File: src/rtl/mux_scan_ctrl.sv
// Scans the enabled channels of a downstream 4:1 mux, holding sel for SETTLE_CYC+1 cycles per
// channel, and presents the captured bits as a 4-bit frame with a single-cycle valid pulse.
module mux_scan_ctrl #(
  parameter int unsigned SETTLE_CYC = 1
) (
  input  logic       clk,
  input  logic       rst,
  input  logic       start,
  input  logic [3:0] mask,
  input  logic       mux_out,
  output logic [1:0] sel,
  output logic       busy,
  output logic [3:0] frame,
  output logic       frame_valid
);

  typedef enum logic [1:0] {
    IDLE   = 2'd0,
    SETTLE = 2'd1,
    SAMPLE = 2'd2
  } state_t;

  localparam logic [3:0] SETTLE_LAST = 4'(SETTLE_CYC - 1);

  state_t     state, state_nxt;
  logic [3:0] cnt, cnt_nxt;
  logic [3:0] mask_q, mask_q_nxt;
  logic [3:0] shadow, shadow_nxt;
  logic [1:0] sel_nxt;
  logic [3:0] frame_nxt;
  logic       frame_valid_nxt;
  logic [3:0] shadow_upd;
  logic [3:0] remaining;

  function automatic logic [1:0] lowest_set(input logic [3:0] m);
    lowest_set = 2'd0;
    for (int i = 3; i >= 0; i--) begin
      if (m[i]) lowest_set = 2'(i);
    end
  endfunction

  // Enabled channels strictly above the current select; scanning never wraps.
  assign remaining = mask_q & (4'b1110 << sel);
  assign busy      = (state != IDLE);

  always_comb begin
    shadow_upd      = shadow;
    shadow_upd[sel] = mux_out;
  end

  always_ff @(posedge clk) begin
    if (rst) begin
      state       <= IDLE;
      cnt         <= 4'd0;
      mask_q      <= 4'd0;
      shadow      <= 4'd0;
      sel         <= 2'd0;
      frame       <= 4'd0;
      frame_valid <= 1'b0;
    end else begin
      state       <= state_nxt;
      cnt         <= cnt_nxt;
      mask_q      <= mask_q_nxt;
      shadow      <= shadow_nxt;
      sel         <= sel_nxt;
      frame       <= frame_nxt;
      frame_valid <= frame_valid_nxt;
    end
  end

  always_comb begin
    state_nxt       = state;
    cnt_nxt         = cnt;
    mask_q_nxt      = mask_q;
    shadow_nxt      = shadow;
    sel_nxt         = sel;
    frame_nxt       = frame;
    frame_valid_nxt = 1'b0;
    case (state)
      IDLE: begin
        if (start) begin
          if (mask != 4'd0) begin
            mask_q_nxt = mask;
            sel_nxt    = lowest_set(mask);
            shadow_nxt = 4'd0;
            cnt_nxt    = 4'd0;
            state_nxt  = SETTLE;
          end else begin
            // Empty scan still reports, so a requester always sees a frame.
            frame_nxt       = 4'd0;
            frame_valid_nxt = 1'b1;
          end
        end
      end
      SETTLE: begin
        if (cnt == SETTLE_LAST) begin
          cnt_nxt   = 4'd0;
          state_nxt = SAMPLE;
        end else begin
          cnt_nxt = cnt + 4'd1;
        end
      end
      SAMPLE: begin
        shadow_nxt = shadow_upd;
        if (remaining != 4'd0) begin
          sel_nxt   = lowest_set(remaining);
          state_nxt = SETTLE;
        end else begin
          frame_nxt       = shadow_upd & mask_q;
          frame_valid_nxt = 1'b1;
          state_nxt       = IDLE;
        end
      end
      default: state_nxt = IDLE;
    endcase
  end

endmodule

File: config.mk
export PLATFORM = sky130hd
export DESIGN_NAME = mux_scan_ctrl
export DESIGN_NICKNAME = d
export VERILOG_FILES = /design/src/rtl/mux_scan_ctrl.sv
export SDC_FILE = /design/constraint.sdc
export NUM_CORES = 1
export LEC_CHECK = 0
export BUFFER_PORTS_ARGS = -buffer_cell sky130_fd_sc_hd__buf_2
export CORE_MARGIN = 10
export CORE_UTILIZATION = 54
export CTS_CLUSTER_SIZE = 8
export DETAILED_ROUTE_END_ITERATION = 10
export PLACE_DENSITY = 0.75
export SLEW_MARGIN = 20
export SYNTH_ARGS = -nofsm -noshare
export SYNTH_HDL_FRONTEND = slang
export SYNTH_SLANG_ARGS = --single-unit
File: constraint.sdc
create_clock -name clk -period 1.9 [get_ports clk]
set_input_delay 0.095 -clock clk [delete_from_list [all_inputs] [get_ports clk]]
set_output_delay 0.095 -clock clk [all_outputs]
set_load 0.02 [all_outputs]
==> key figures, run 1 <==
Route
  • Final WL: 2.23 mm
  • DR vias/cell: 5.66
  • DRT iter0 DRCs: 49
  • Drt first pass iters: 4
  • Routed length on met2: 1.19 mm
  • Routed len/inst: 14.4 um
  • Highest Signal Layer: met4
  • Number of routed nets with antenna violations: 0
  • Detailed-route via count: 877
  • DRC: 0
  • Metal3 WL: 79 um
  • Metal1 wirelength: 944 um

Final layout
  • Util after Layout: 0.650
  • Layout cell share with drive strength beyond 1: 0.215
  • Nets: 141
  • N_diodes: 0
  • Fillers: 161
  • Synthesis-to-finish area growth: 10.2%
  • Cell area after layout: 0.00117 mm2
  • Final Non-Filler Cells: 155

Synth
  • Post-Syn Area: 0.00106 mm2
  • Async S/R FF share, synth: 0
  • Synth top area cells: dfxtp_1 40%, nor2_1 5.3%, mux2_2 4.2%, mux2i_1 3.8%, a21oi_1 3.3%
  • Top cell type by total area after synthesis: dfxtp_1
  • Part of the Yosys area used for sequential elements: 0.396
  • Cells after Synth: 115
  • Most frequent cell after synthesis: dfxtp_1
  • Synth cell types: 37
  • Seq cells post-synth: 21
  • Main synth FF type: dfxtp_1
  • Post-synth EDFFs: 0
  • Area share of the largest cell type after synthesis: 0.396
  • Top post-synthesis cells by count: 21 x dfxtp_1, 15 x nor2_1, 7 x a21oi_1, 7 x nand3_1, 6 x inv_1
  • Synth warnings: 0
  • Avg Cell Area, Syn: 9.24 um2
  • Synth Net Count: 125

STA
  • Fin Hold WS: 0.0772 ns
  • Fin. Hold Viols: 0
  • Post-route clock period utilization: 0.837
  • Clk_skew: 0.00210 ns
  • Rel. slew slack: 0.704
  • TNS Setup: 0 ns
  • Max frequency: 0.629 GHz
  • Worst Max-Slew Pin Slew: 0.444 ns
  • Setup ws final: 0.309 ns
  • Pins Over Slew Limit: 0
  • Final setup viols: 0
  • Min Clock Period, post-route: 1.59 ns
  • RSZ-0062 raised after global routing: false

Critical path
  • Max incr delay on CP: 0.44 ns
  • Critical path's top delay family: compound AO/OA/AOI/OAI gates
  • WP buf/inv: 0
  • Critical path type: reg2reg
  • Setup crit end kind: register
  • End of the worst register-to-register path: frame[3]$_SDFFE_PP0P_
  • Critical Path AT: 1.82 ns
  • Crit-path slowest cell: dfxtp_1
  • Crit. path cell count: 4
  • Worst EP required: 2.12 ns
  • Critical-path cell list: and2b_1 -> o2111a_1 -> o2111ai_1 -> a21oi_1
  • R2R setup slack: 0.31 ns
  • Startpoint Class: register
  • Reg2Reg Depth: 4
  • Crit path launch: state[1]$_SDFFE_PP0P_
  • CP endpoint: frame[3]$_SDFFE_PP0P_
  • Reg-to-Reg Start: state[1]$_SDFFE_PP0P_
  • Worst-path fanout max: 13

Global route
  • Tot GR Track Use: 0.114
  • First-pass GRT wire length: 3.89 mm
  • Largest net degree at the start of global routing: 24
  • Initial antenna violation count: 0
  • Vias in the first global route: 891
  • Total gr overflow: 0

CTS
  • Worst-path clk slew: 0.11 ns
  • Clock root buffer: clkbuf_4
  • # hold bufs at CTS: 0
  • CTS sink cnt: 21
  • CTS resizes: 0
  • Worst skew pair latency: 0.29 ns
  • TritonCTS buffer count: 3
  • CTS H-tree lvls: 1
  • CTS tree: done
  • Longest Clk Path Bufs: 2
  • Post-CTS setup buffer count: 0

Power and ir drop
  • PwrDens: 702 mW/mm2
  • Gate power share: 0.171
  • Internal power: 595 uW
  • Peak supply drop: 0.459 mV
  • Power share of the clock group: 0.247
  • Psw: 227 uW
  • Part of the power in registers: 0.582
  • Lkg Pwr: 0.452 nW
  • Sw Share: 0.276
  • Overall Power: 822 uW

Floorplan
  • Num rows: 15
  • Top Ports: 16
  • Die Wd: 64.4 um
  • Die extent in y: 64.4 um
  • Die area: 0.00414 mm2
  • CORE AREA: 0.00180 mm2
  • Starting density of the core: 0.590

Outcome
  • Status: finished clean

Min path
  • Hold Path Class: in2reg

Job
  • Max-cap viol count: 0

Place
  • I/O Buffers: 15
  • DP Area: 0.00114 mm2
  • Post-Place Cells: 151
  • DP HPWL: 1.75 mm
  • Dpl ws: 0.353 ns
  • GPL Wtd Cong: 0.809
power groups by stage:
| stage | combinational, mW | sequential [mW] | clock [mW] |
|---|---|---|---|
| finish | 0.141 | 0.478 | 0.203 |
| global route | 0.155 | 0.482 | 0.236 |
| CTS | 0.140 | 0.478 | 0.206 |
| detailed placement | 0.140 | 0.488 | 0 |
| global placement | 0.137 | 0.487 | 0 |
| floorplan | 0.108 | 0.484 | 0 |
area by class of cell:
cell class / instances / area, um2 / share of cell area
timing repair buffer: 15 / 75.1 / 0.0641
multi-input combinational: 84 / 596 / 0.509
sequential: 21 / 420 / 0.359
tap: 25 / 31.3 / 0.0267
clock buffer: 4 / 26.3 / 0.0224
inverter: 6 / 22.5 / 0.0192
placed cells by master (no fill, tap or decap), drive strengths merged:
cell type and count:
a41oi 1, nor2 15, mux2i 4, inv 6, nor3 2, o21bai 1
nand3 7, nor2b 3, o2111ai 5, a311o 1, or3b 1, nand2 4
dfxtp 21, o2111a 1, a221oi 1, a211oi 3, clkbuf 4, buf 15
and3 1, a21oi 8, nand2b 5, o21ai 3, ha 2, a311oi 1
nor3b 1, o41a 1, o32ai 1, a22oi 4, mux2 4, and2b 2
nor4 1, o21a 1
cells by family after synthesis:
group | after synthesis | synth area share
buf+inv | 10 | 0.0436
simple gates | 42 | 0.207
fa+ha+maj | 2 | 0.0236
mux | 8 | 0.0801
flops | 21 | 0.396
compound gates | 32 | 0.250
how the worst min path moves through the flow:
stage               startpoint                      to  slack [ns]  cells past startpoint
floorplan              mask[0]  mask_q[0]$_SDFFE_PP0P_        0.24                      2
global placement       mask[3]  mask_q[3]$_SDFFE_PP0P_        0.37                      3
detailed placement     mask[3]  mask_q[3]$_SDFFE_PP0P_        0.38                      3
CTS                    mask[3]  mask_q[3]$_SDFFE_PP0P_        0.08                      3
global route           mask[2]  mask_q[2]$_SDFFE_PP0P_        0.09                      3
finish                 mask[3]  mask_q[3]$_SDFFE_PP0P_        0.08                      3
tightest hold or removal path, stage by stage:
cell and delay (ns):
buf_2 0.10, mux2i_1 0.07, nor2_1 0.07
sequential cells by signal (all words and copies together) (netlist names):
register / flops
cnt: 4
frame: 4
frame_valid: 1
mask_q: 4
sel: 2
shadow: 4
state: 2
per-layer routing:
| layer | vias up | GRT usage |
|---|---|---|
| met4 | 0 | 0.0321 |
| li1 | 455 | - |
| met3 | 2 | 0.0244 |
| met5 | - | 0 |
| met1 | 405 | 0.121 |
| met2 | 15 | 0.217 |
No activity file was read; power rests on OpenSTA's default activity.
==> run 2: changes to the inputs <==
CORE_UTILIZATION = 49   (was 54)
PLACE_DENSITY = 0.72   (was 0.75)
clock period = 1.35 ns   (was 1.9 ns; I/O delays follow)
==> run 2 against run 1 <==
The flow now finishes with violations (negative setup slack). Non-clock buffer count grew 15. Via count grew 12%. Core utilization grew 1.1 points. Critical endpoint is now frame[1]$_SDFFE_PP0P_. Die area grew 7.0%. Design area grew 13%. Wire length grew 18%. Combinational power grew 89%. Clock skew is essentially flat. Setup slack lost 0.32 ns. Sequential power grew 39%. Clock-buffer cell count is the same. First-iteration DRC count shrank 37%.
==> key figures, run 2 (synthesized netlist as in run 1, its figures left out) <==
Outcome
  • Status: finished with violations
  • Failing checks: negative setup slack

Floorplan
  • CORE AREA: 0.00200 mm2
  • Num rows: 16
  • Starting density of the core: 0.531
  • Die Wd: 66.6 um
  • Die extent in y: 66.6 um
  • Die area: 0.00443 mm2
  • Top Ports: 16

Min path
  • WHS Path Cells: 3
  • Hold Path Class: in2reg
  • Hold Crit Start: mask[1]
  • Hold EP: mask_q[1]$_SDFFE_PP0P_

Critical path
  • Worst-path fanout max: 7
  • WP buf/inv: 0
  • Critical path's top delay family: compound AO/OA/AOI/OAI gates
  • Critical path type: reg2reg
  • Crit-path slowest cell: or3b_4
  • Worst EP required: 1.53 ns
  • Setup crit end kind: register
  • Reg-to-Reg Start: sel[1]$_SDFFE_PP0P_
  • Reg2Reg Depth: 4
  • Max incr delay on CP: 0.41 ns
  • Critical-path cell list: or3b_4 -> o2111a_2 -> o2111ai_1 -> a21oi_1
  • R2R setup slack: -0.007 ns
  • End of the worst register-to-register path: frame[1]$_SDFFE_PP0P_
  • Startpoint Class: register
  • Critical Path AT: 1.54 ns

Final layout
  • Fillers: 165
  • Synthesis-to-finish area growth: 24.6%
  • N_diodes: 0
  • Layout cell share with drive strength beyond 1: 0.393
  • Nets: 156
  • Commonest non-fill, non-tap cells in the layout: 15 x nor2_1, 15 x buf_2, 14 x buf_4, 13 x dfxtp_1, 8 x dfxtp_2
  • Final Non-Filler Cells: 172
  • Util after Layout: 0.661

CTS
  • CTS H-tree lvls: 1
  • TritonCTS buffer count: 3
  • Worst-path clk slew: 0.11 ns
  • Clock root buffer: clkbuf_4
  • Longest Clk Path Bufs: 2
  • # hold bufs at CTS: 0
  • CTS tree: done
  • CTS sink cnt: 21
  • Worst skew pair latency: 0.30 ns

Route
  • DR vias/cell: 5.69
  • Metal3 WL: 172 um
  • Number of routed nets with antenna violations: 0
  • Final WL: 2.63 mm
  • DRT iter0 DRCs: 31
  • Drt first pass iters: 4
  • Highest Signal Layer: met4
  • Routed length on met2: 1.11 mm
  • Metal1 wirelength: 1.33 mm
  • Detailed-route via count: 978
  • Routed len/inst: 15.3 um
  • DRC: 0

STA
  • Setup ws final: -0.00668 ns
  • Min Clock Period, post-route: 1.36 ns
  • Fin Hold WS: 0.0597 ns
  • Clk_skew: 0.00259 ns
  • Max frequency: 0.737 GHz
  • Final setup viols: 2
  • Rel. slew slack: 0.703
  • RSZ-0062 raised after global routing: true
  • Pins Over Slew Limit: 0
  • Post-route clock period utilization: 1.00
  • Fin. Hold Viols: 0
  • Worst Max-Slew Pin Slew: 0.446 ns

Place
  • I/O Buffers: 15
  • Post-Place Cells: 165
  • GPL Wtd Cong: 0.848
  • DP HPWL: 1.97 mm

Power and ir drop
  • Lkg Pwr: 0.536 nW
  • Overall Power: 1.24 mW
  • PwrDens: 933 mW/mm2
  • Peak supply drop: 0.618 mV

Global route
  • Largest net degree at the start of global routing: 24
  • Initial antenna violation count: 0
  • Tot GR Track Use: 0.121
  • Vias in the first global route: 917
  • Total gr overflow: 0
  • First-pass GRT wire length: 4.40 mm

Job
  • Max-cap viol count: 0
## run 2: worst max path at each step
stage	start	to	depth (start not counted)
after CTS	sel[1]$_SDFFE_PP0P_	frame[2]$_SDFFE_PP0P_	4
after floorplan	sel[1]$_SDFFE_PP0P_	frame[0]$_SDFFE_PP0P_	5
after global placement	mask_q[1]$_SDFFE_PP0P_	frame[3]$_SDFFE_PP0P_	4
after detailed placement	sel[1]$_SDFFE_PP0P_	frame[2]$_SDFFE_PP0P_	4
after global routing	sel[1]$_SDFFE_PP0P_	sel[1]$_SDFFE_PP0P_	4
final	sel[1]$_SDFFE_PP0P_	frame[1]$_SDFFE_PP0P_	4
## run 2: cell type report
cell class | instances | area (um2) | area share
clock buffer | 4 | 26.3 | 0.0198
inverter | 6 | 22.5 | 0.0170
multi-input combinational | 84 | 619 | 0.468
sequential | 21 | 430 | 0.325
tap | 27 | 33.8 | 0.0255
timing repair buffer | 30 | 191 | 0.145
## run 2: what timing repair did
| item | 4_1_cts | 5_1_grt |
|---|---|---|
| gates resized for setup | 2 | 12 |
| pin swaps | 0 | 3 |
| setup endpoints to repair | 5 | 12 |
| setup buffers | 2 | 1 |
## run 2: report_power, final
part / switching, mW / internal [mW] / leakage [nW]
clock network: 0.188 / 0.115 / 0.0150
logic: 0.145 / 0.121 / 0.347
registers: 0.0218 / 0.644 / 0.174
## run 2: routing by layer
metal | GRT usage | vias up
li1 | - | 487
met1 | 0.163 | 466
met2 | 0.177 | 23
met3 | 0.0452 | 2
met4 | 0.0314 | 0
met5 | 0 | -
## run 2: tightest hold or removal path: stages
cell and delay (ns):
buf_2 0.12, mux2i_1 0.07, nor2_1 0.07
## run 2: stage by stage
step	TNS, ns	setup slack [ns]	instance area, um2
floorplan	-0.378	-0.0760	1060
global placement	0	0.0290	1240
detailed placement	-0.0456	-0.0318	1240
CTS	-0.0264	-0.0138	1280
global route	-0.265	-0.0633	1320
finish	-0.00842	-0.00668	1320
==> run 3: changes to the inputs <==
GPL_TIMING_DRIVEN = 0   (was unset)
==> run 3 against run 2 <==
Critical endpoint is now frame[3]$_SDFFE_PP0P_. Highest routed layer unchanged. Total power decreased by 1.6%. Wire length increased by 1.4%. Final cell count down 3.5%. Via count shrank 2.1%. Maximum frequency fell by 5.6%. Worst hold slack worse by 0.0027 ns. The run still ends with negative setup slack left. Sequential share of layout area grew 0.63 points. Design area shrank 0.47%. Flip-flop and latch count stayed put. Non-clock buffer count decreased by 6. Global-route usage decreased by 0.28 points.
==> key figures, run 3 (synthesized netlist as in run 1, its figures left out) <==
STA
  • Pins Over Slew Limit: 0
  • Fin. Hold Viols: 0
  • Min Clock Period, post-route: 1.44 ns
  • Max frequency: 0.696 GHz
  • Worst Max-Slew Pin Slew: 0.469 ns
  • Post-route clock period utilization: 1.06
  • Setup ws final: -0.0869 ns
  • Rel. slew slack: 0.688
  • RSZ-0062 raised after global routing: true
  • Final setup viols: 5
  • Clk_skew: 0.00715 ns

Final layout
  • Util after Layout: 0.658
  • Nets: 150
  • Layout cell share with drive strength beyond 1: 0.388
  • N_diodes: 0
  • Commonest non-fill, non-tap cells in the layout: 15 x nor2_1, 15 x buf_2, 14 x dfxtp_1, 7 x nand3_1, 7 x a21oi_1
  • Synthesis-to-finish area growth: 24.0%
  • Fillers: 166

Min path
  • Hold EP: mask_q[1]$_SDFFE_PP0P_
  • Hold Crit Start: mask[1]
  • WHS Path Cells: 3
  • Hold Path Class: in2reg

Critical path
  • Startpoint Class: register
  • Reg2Reg Depth: 4
  • Max incr delay on CP: 0.43 ns
  • Setup crit end kind: register
  • R2R setup slack: -0.09 ns
  • Crit-path slowest cell: or3b_4
  • Critical-path cell list: or3b_4 -> o2111a_2 -> o2111ai_2 -> a21oi_1
  • Critical path type: reg2reg
  • End of the worst register-to-register path: frame[3]$_SDFFE_PP0P_
  • Worst-path fanout max: 5
  • Critical Path AT: 1.63 ns
  • Worst EP required: 1.54 ns
  • Reg-to-Reg Start: sel[0]$_SDFFE_PP0P_

Global route
  • First-pass GRT wire length: 4.26 mm
  • Tot GR Track Use: 0.119
  • Vias in the first global route: 956
  • Largest net degree at the start of global routing: 13
  • Total gr overflow: 0
  • Initial antenna violation count: 0

CTS
  • Worst skew pair latency: 0.31 ns
  • Longest Clk Path Bufs: 2
  • CTS tree: done
  • CTS H-tree lvls: 1
  • Worst-path clk slew: 0.12 ns
  • CTS sink cnt: 21
  • Clock root buffer: clkbuf_4
  • TritonCTS buffer count: 3

Job
  • Max-cap viol count: 0

Route
  • Detailed-route via count: 957
  • Final WL: 2.66 mm
  • DRT iter0 DRCs: 36
  • DR vias/cell: 5.77
  • Routed len/inst: 16.0 um
  • DRC: 0
  • Number of routed nets with antenna violations: 0
  • Drt first pass iters: 4

Floorplan
  • Die area: 0.00443 mm2
  • Die extent in y: 66.6 um
  • Die Wd: 66.6 um
  • CORE AREA: 0.00200 mm2
  • Num rows: 16
  • Top Ports: 16
  • Starting density of the core: 0.531

Power and ir drop
  • Gate power share: 0.203
  • Psw: 360 uW
  • PwrDens: 923 mW/mm2
  • Part of the power in registers: 0.549
  • Power share of the clock group: 0.248
  • Overall Power: 1.22 mW
  • Peak supply drop: 0.644 mV
  • Internal power: 856 uW
  • Lkg Pwr: 0.503 nW
  • Sw Share: 0.296

Place
  • GPL Wtd Cong: 0.821
  • I/O Buffers: 15
  • DP HPWL: 1.88 mm

Outcome
  • Status: finished with violations
  • Failing checks: negative setup slack
run 3: layer usage:
metal | wire length, um | share of wire | track usage | vias up
met5 | 0 | 0 | 0 | -
met2 | 1260 | 0.47 | 0.185 | 32
li1 | - | - | - | 475
met4 | 27 | 0.010 | 0.0366 | 0
met3 | 189 | 0.071 | 0.0418 | 5
met1 | 1190 | 0.45 | 0.148 | 445
run 3: worst max-delay path by stage:
stage / startpoint / endpoint / slack [ns]
after global placement: sel[1]$_SDFFE_PP0P_ / frame[3]$_SDFFE_PP0P_ / -0.14
after detailed placement: sel[1]$_SDFFE_PP0P_ / frame[3]$_SDFFE_PP0P_ / -0.18
after floorplan: sel[1]$_SDFFE_PP0P_ / frame[0]$_SDFFE_PP0P_ / -0.08
final: sel[0]$_SDFFE_PP0P_ / frame[3]$_SDFFE_PP0P_ / -0.09
after global routing: sel[0]$_SDFFE_PP0P_ / frame[1]$_SDFFE_PP0P_ / -0.13
after CTS: sel[1]$_SDFFE_PP0P_ / frame[3]$_SDFFE_PP0P_ / -0.07
run 3: metrics by stage:
| stage | worst slack (ns) | hold WS, ns | instances | instance area [um2] | TNS (ns) |
|---|---|---|---|---|---|
| after detailed placement | -0.178 | 0.367 | 157 | 1170 | -0.877 |
| after floorplan | -0.0760 | 0.211 | 115 | 1060 | -0.378 |
| after CTS | -0.0696 | 0.0433 | 164 | 1270 | -0.210 |
| after global routing | -0.129 | 0.0560 | 166 | 1320 | -0.616 |
| after global placement | -0.142 | 0.355 | 157 | 1170 | -0.698 |
| final | -0.0869 | 0.0569 | 166 | 1320 | -0.271 |
run 3: worst max-delay path, delay by kind of cell, from the launching register on:
| kind | cells | cell delay, ns |
|---|---|---|
| DFF | 1 | 0.37 |
| AOI/OAI and AO/OA | 3 | 0.51 |
| and+or+nand+nor | 1 | 0.43 |
run 3: what timing repair did:
action,in CTS,in global routing
gates resized for setup,15,10
pin swaps,5,11
gates cloned,0,0
endpoints found under the setup margin,8,10
hold buffers,0,0
buffers inserted,4,2
run 3: power groups by stage:
| stage | logic [mW] | registers, mW | clock network, mW |
|---|---|---|---|
| 6_report | 0.247 | 0.667 | 0.301 |
| 3_3_place_gp | 0.213 | 0.679 | 0 |
| 5_1_grt | 0.266 | 0.672 | 0.352 |
| 4_1_cts | 0.236 | 0.664 | 0.309 |
| 2_1_floorplan | 0.151 | 0.682 | 0 |
| 3_5_place_dp | 0.221 | 0.679 | 0 |
run 3: cell type report:
class,instances,area (um2),share of cell area
Buffer,3,15.0,0.0114
Clock buffer,3,22.5,0.0171
Clock inverter,1,5.00,0.00380
Inverter,6,22.5,0.0171
Multi-Input combinational cell,84,658,0.500
Sequential cell,21,437,0.331
Tap cell,27,33.8,0.0256
Timing Repair Buffer,21,124,0.0940
